==> src/rtl/bus_rr_scheduler.sv <==
// Single-bus round-robin scheduler.
// Pops one packet from the granted device FIFO, then sends it to the device
// named in the header, or to every other device on broadcast.
// A transfer takes three cycles: IDLE (grant) -> XFER (pop/push) -> GAP.
module bus_rr_scheduler #(
  parameter int         drvrs     = 4,
  parameter int         pckg_sz   = 16,
  parameter logic [7:0] broadcast = 8'hFF
) (
  input  logic                       clk,
  input  logic                       reset,
  input  logic [drvrs-1:0]           pndng,
  input  logic [drvrs*pckg_sz-1:0]   D_pop,
  output logic [drvrs-1:0]           pop,
  output logic [drvrs-1:0]           push,
  output logic [pckg_sz-1:0]         D_push,
  output logic                       busy,
  output logic [7:0]                 grant_id,
  output logic [15:0]                pkt_cnt,
  output logic [15:0]                drop_cnt
);

  localparam int             IW       = (drvrs > 1) ? $clog2(drvrs) : 1;
  localparam logic [IW-1:0]  LAST_DEV = IW'(drvrs - 1);

  typedef enum logic [1:0] {IDLE, XFER, GAP} state_t;

  state_t               state_q, state_d;
  logic [IW-1:0]        last_q, last_d;
  logic [drvrs-1:0]     pop_q, pop_d;
  logic [drvrs-1:0]     push_q, push_d;
  logic [pckg_sz-1:0]   d_push_q, d_push_d;
  logic                 busy_q, busy_d;
  logic [7:0]           grant_q, grant_d;
  logic [15:0]          pkt_cnt_q, pkt_cnt_d;
  logic [15:0]          drop_cnt_q, drop_cnt_d;

  // Per-device head packets, split out of the flat input bus.
  logic [pckg_sz-1:0]   head [drvrs];

  generate
    for (genvar gi = 0; gi < drvrs; gi++) begin : g_head
      assign head[gi] = D_pop[gi*pckg_sz +: pckg_sz];
    end
  endgenerate

  // Round-robin search: first pending device after the last one granted.
  logic          found;
  logic [IW-1:0] sel;
  logic [IW-1:0] cand;
  always_comb begin
    found = 1'b0;
    sel   = '0;
    cand  = last_q;
    for (int k = 0; k < drvrs; k++) begin
      cand = (cand == LAST_DEV) ? '0 : cand + 1'b1;
      if (!found && pndng[cand]) begin
        found = 1'b1;
        sel   = cand;
      end
    end
  end

  // Destination decode of the candidate's head packet.
  logic [pckg_sz-1:0] sel_pkt;
  logic [7:0]         sel_id;
  logic [drvrs-1:0]   sel_onehot;
  logic [drvrs-1:0]   dec_push;
  logic               deliver;
  always_comb begin
    sel_pkt         = head[sel];
    sel_id          = sel_pkt[pckg_sz-1 -: 8];
    sel_onehot      = '0;
    sel_onehot[sel] = 1'b1;
    dec_push        = '0;
    deliver         = 1'b0;
    if (sel_id == broadcast) begin
      dec_push = ~sel_onehot;
      deliver  = 1'b1;
    end else if ((sel_id < 8'(drvrs)) && (sel_id[IW-1:0] != sel)) begin
      dec_push[sel_id[IW-1:0]] = 1'b1;
      deliver                  = 1'b1;
    end
  end

  // State register.
  always_ff @(posedge clk or negedge reset) begin
    if (!reset) state_q <= IDLE;
    else        state_q <= state_d;
  end

  // Next-state logic: a grant always runs XFER then GAP.
  always_comb begin
    state_d = state_q;
    case (state_q)
      IDLE:    if (found) state_d = XFER;
      XFER:    state_d = GAP;
      GAP:     state_d = IDLE;
      default: state_d = IDLE;
    endcase
  end

  // Output next-values. Everything for the XFER cycle is computed on the
  // grant edge so pop/push/counters are registered and visible during XFER.
  always_comb begin
    pop_d      = '0;
    push_d     = '0;
    d_push_d   = d_push_q;
    busy_d     = busy_q;
    grant_d    = grant_q;
    last_d     = last_q;
    pkt_cnt_d  = pkt_cnt_q;
    drop_cnt_d = drop_cnt_q;
    case (state_q)
      IDLE: begin
        if (found) begin
          pop_d    = sel_onehot;
          push_d   = dec_push;
          d_push_d = sel_pkt;
          busy_d   = 1'b1;
          grant_d  = 8'(sel);
          last_d   = sel;
          if (deliver) begin
            if (pkt_cnt_q != 16'hFFFF) pkt_cnt_d = pkt_cnt_q + 16'd1;
          end else begin
            if (drop_cnt_q != 16'hFFFF) drop_cnt_d = drop_cnt_q + 16'd1;
          end
        end else begin
          busy_d = 1'b0;
        end
      end
      XFER:    busy_d = 1'b1;
      GAP:     busy_d = 1'b0;
      default: busy_d = 1'b0;
    endcase
  end

  // Output and pointer registers; reset aborts any transfer in flight.
  always_ff @(posedge clk or negedge reset) begin
    if (!reset) begin
      last_q     <= LAST_DEV;
      pop_q      <= '0;
      push_q     <= '0;
      d_push_q   <= '0;
      busy_q     <= 1'b0;
      grant_q    <= '0;
      pkt_cnt_q  <= '0;
      drop_cnt_q <= '0;
    end else begin
      last_q     <= last_d;
      pop_q      <= pop_d;
      push_q     <= push_d;
      d_push_q   <= d_push_d;
      busy_q     <= busy_d;
      grant_q    <= grant_d;
      pkt_cnt_q  <= pkt_cnt_d;
      drop_cnt_q <= drop_cnt_d;
    end
  end

  assign pop      = pop_q;
  assign push     = push_q;
  assign D_push   = d_push_q;
  assign busy     = busy_q;
  assign grant_id = grant_q;
  assign pkt_cnt  = pkt_cnt_q;
  assign drop_cnt = drop_cnt_q;

endmodule

==> config.mk <==
export PLATFORM = sky130hd
export DESIGN_NAME = bus_rr_scheduler
export DESIGN_NICKNAME = d
export VERILOG_FILES = /design/src/rtl/bus_rr_scheduler.sv
export SDC_FILE = /design/constraint.sdc
export NUM_CORES = 1
export LEC_CHECK = 0
export CAP_MARGIN = 25
export CORE_MARGIN = 3
export CORE_UTILIZATION = 46
export CTS_BUF_LIST = sky130_fd_sc_hd__clkbuf_8
export CTS_CLUSTER_SIZE = 8
export DETAILED_ROUTE_END_ITERATION = 16
export PLACE_DENSITY = 0.83
export SYNTH_ARGS = -nofsm -noshare
export SYNTH_HDL_FRONTEND = slang
export SYNTH_SLANG_ARGS = --single-unit
==> constraint.sdc <==
create_clock -name clk -period 4.1 [get_ports clk]
set_clock_uncertainty 0.1 [all_clocks]
set_input_delay 0.82 -clock clk [delete_from_list [all_inputs] [get_ports clk]]
set_output_delay 0.82 -clock clk [all_outputs]
set_load 0.05 [all_outputs]
==> flow_summary_export.csv <==
group,metric,value,unit
min_path,hold_path_class,"flop to flop",
synth,synth.yosys.seq_area_share,0.444,
worst_setup_path,end_kind,"flop",
finish,most-common-layout-cells,"clkdlybuf4s50_1 (127), nand2_1 (86), dfrtp_1 (61)",
power,p_total,3.83,mW
finish,nNetsFinal,600,
synth,syn-cell-area,3560,sq um
synth,synth_top_cell_by_area,"dfrtp_1",
die,core_area,7370,sq um
clock_network,numCtsBuffers,9,
clock_network,root_buffer,"clkbuf_8",
sta,hold_violations,0,
worst_setup_path,path_max_fanout,11,
power,p_leak,2.28,nW
worst_setup_path,reg2reg_from,"last_q[0]",
finish,multi_input_area,1810,sq um
global_routing,grt_pass1_vias,3396,
finish,drive_above_1_share,0.126,
worst_setup_path,cp_data_required_time,4220,ps
clock_network,clkLatencyLatePin,330,ps
sta,setup_viol,0,
drt,drt-pass1-iter-count,4,
placement,globalplace.congestion,0.861,
worst_setup_path,crit_start,"last_q[0]",
synth,yosysWarnings,0,
finish,diodes,0,
finish,synthToLayoutAreaGrowth,46.9,%
worst_setup_path,path_class,"flop to flop",
finish,ff_latch_area,1580,sq um
die,ios,135,
sta,rsz0062_at_grt,"false",
synth,ys_ff_latch,63,
drt,vias_per_cell,5.37,
sta,slew_headroom,0.414,
drt,postRouteAntennaNets,0,
drt,drtIter0Drc,124,
sta,tightestPinTransition,878,ps
drt,drc,0,
global_routing,grt_pass1_wl,15500,um
synth,postSynthAreaPerCell,9.22,sq um
global_routing,grt_max_degree,46,
global_routing,antenna_found_initial,0,
sta,final_max_slew_viol_count,0,
die,die_x,93.9,um
clock_network,clkTransAtPathRegs,70,ps
clock_network,cts_htree_levels,3,
drt,wire_per_inst,15.3,um
synth,synthFlopType,"dfrtp_1",
synth,ys_async_sr_fraction,1.00,
worst_setup_path,crit_end,"pkt_cnt[7]",
sta,max_freq,259,MHz
sta,period_share,0.941,
die,initial_utilization,0.483,
synth,yosys-top-cells-area,"dfrtp_1 (43%), nand2_1 (9.1%), nand3_1 (4.1%), xnor2_1 (3.9%), o21ai_0 (3.1%)",
finish,fin_util,0.709,
placement,dp_hpwl,7390,um
finish,final_common_cell,"clkdlybuf4s50_1",
clock_network,hold_buffers,0,
clock_network,clock_sinks,63,
die,die-area,8820,sq um
die,rows,31,
finish,n_fill_cell,569,
worst_setup_path,r2r_cells,11,
job,maxCapViolCount,0,
clock_network,cts_max_path_buffers,2,
status,status,"finished, final reports clean",
worst_setup_path,cp-start-kind,"flop",
synth,synth_edf_count,0,
clock_network,post_cts_buffers,0,
clock_network,cts_tree,"yes",
worst_setup_path,reg2reg_slack,240,ps
sta,min_period,3860,ps
global_routing,grt_usage,0.224,
power,vdd_ir_drop_max,0.467,mV
synth,synth.distinct_cells,53,
worst_setup_path,r2r-end,"pkt_cnt[7]",
power,cellPowerDensity,734,nW/um^2
synth,synth_top_area_share,0.429,
global_routing,grt-ovfl-total,0,
drt,drt_wl_total,9620,um
placement,io_buffer_count,128,
drt,vias,3386,
worst_setup_path,worst_ep_arrival_time,3980,ps
synth,syn_inst,386,
die,die_h,93.9,um
per-layer routing:
| layer | global-route usage | vias to the layer above | part of all wire |
|---|---|---|---|
| met5 | 0 | - | 0 |
| met4 | 0.0806 | 0 | 0.017 |
| met3 | 0.0705 | 12 | 0.067 |
| met2 | 0.390 | 114 | 0.52 |
| met1 | 0.259 | 1611 | 0.40 |
| li1 | - | 1649 | - |
repair_timing:
| item | CTS | global route |
|---|---|---|
| setup endpoints to repair | 0 | 8 |
| gates resized for setup | 0 | 1 |
| endpoints found under the hold margin | 0 | 0 |
synthesized netlist by cell type, types with 5 or more instances:
library cell	instances
nand3_1	29
nor3_1	14
xnor2_1	16
o31a_1	7
nor2_1	12
o21ai_0	22
a21oi_1	11
dfrtp_1	61
nor4_1	5
inv_1	6
buf_4	6
buf_2	7
nand2_1	86
clkbuf_1	13
nand4_1	9
xor2_1	12
final cells by class:
type / instances / area share
multi-input cells: 292 / 0.346
flip-flops and latches: 63 / 0.302
clock buffers: 10 / 0.0263
inverters: 6 / 0.00431
well taps: 99 / 0.0237
repair buffers: 155 / 0.283
clock inverters: 5 / 0.0141
metrics by stage:
step           instance area (sq um)  setup TNS [ps]  hold WS [ps]  std cells  setup slack (ps)
2_1_floorplan                   3580               0           315        391               505
3_3_place_gp                    5000               0           326        615              43.6
3_5_place_dp                    5000           -42.9           344        615             -26.9
4_1_cts                         5220               0           354        630               223
5_1_grt                         5220               0           384        630              89.1
6_report                        5220               0           355        630               241
flip-flops by register name, summed over array words and instances, names as in the netlist:
register / flops
pop: 4
state_q: 2
drop_cnt: 16
grant_id: 2
last_q: 2
push: 4
pkt_cnt: 16
busy: 1
D_push: 16
critical path, stage by stage, from the launching register on:
cell and delay [ps]:
dfstp_2 630, ha_1 290, buf_4 170, nand2_1 100, o311a_1 440, o31a_2 220, o22ai_2 90, or4_4 550
nor3_4 230, a21oi_2 180, or4_1 580, xnor2_1 150
power by group:
| group | switching [mW] | leakage, nW | internal (mW) |
|---|---|---|---|
| sequential | 0.145 | 0.816 | 0.806 |
| combinational | 1.44 | 1.35 | 0.866 |
| clock | 0.223 | 0.113 | 0.351 |
| total | 1.81 | 2.28 | 2.02 |
how the worst min path moves through the flow:
stage,cells past startpoint,end,from
2_1_floorplan,1,busy,state_q[1]
3_3_place_gp,1,busy,state_q[1]
3_5_place_dp,1,state_q[1],state_q[1]
4_1_cts,1,state_q[1],state_q[1]
5_1_grt,1,state_q[1],state_q[1]
6_report,1,state_q[1],state_q[1]
kinds of logic after synthesis:
| kind of cell | after synthesis | synth area share |
|---|---|---|
| compound gates | 74 | 0.161 |
| xor+xnor | 30 | 0.0781 |
| fa+ha+maj | 3 | 0.0106 |
| buf+inv | 36 | 0.0552 |
| flops | 63 | 0.444 |
| mux | 2 | 0.00633 |
| other cells | 1 | 0.00105 |
| simple gates | 177 | 0.244 |
Note: power is estimated with default switching activity, not from simulation.
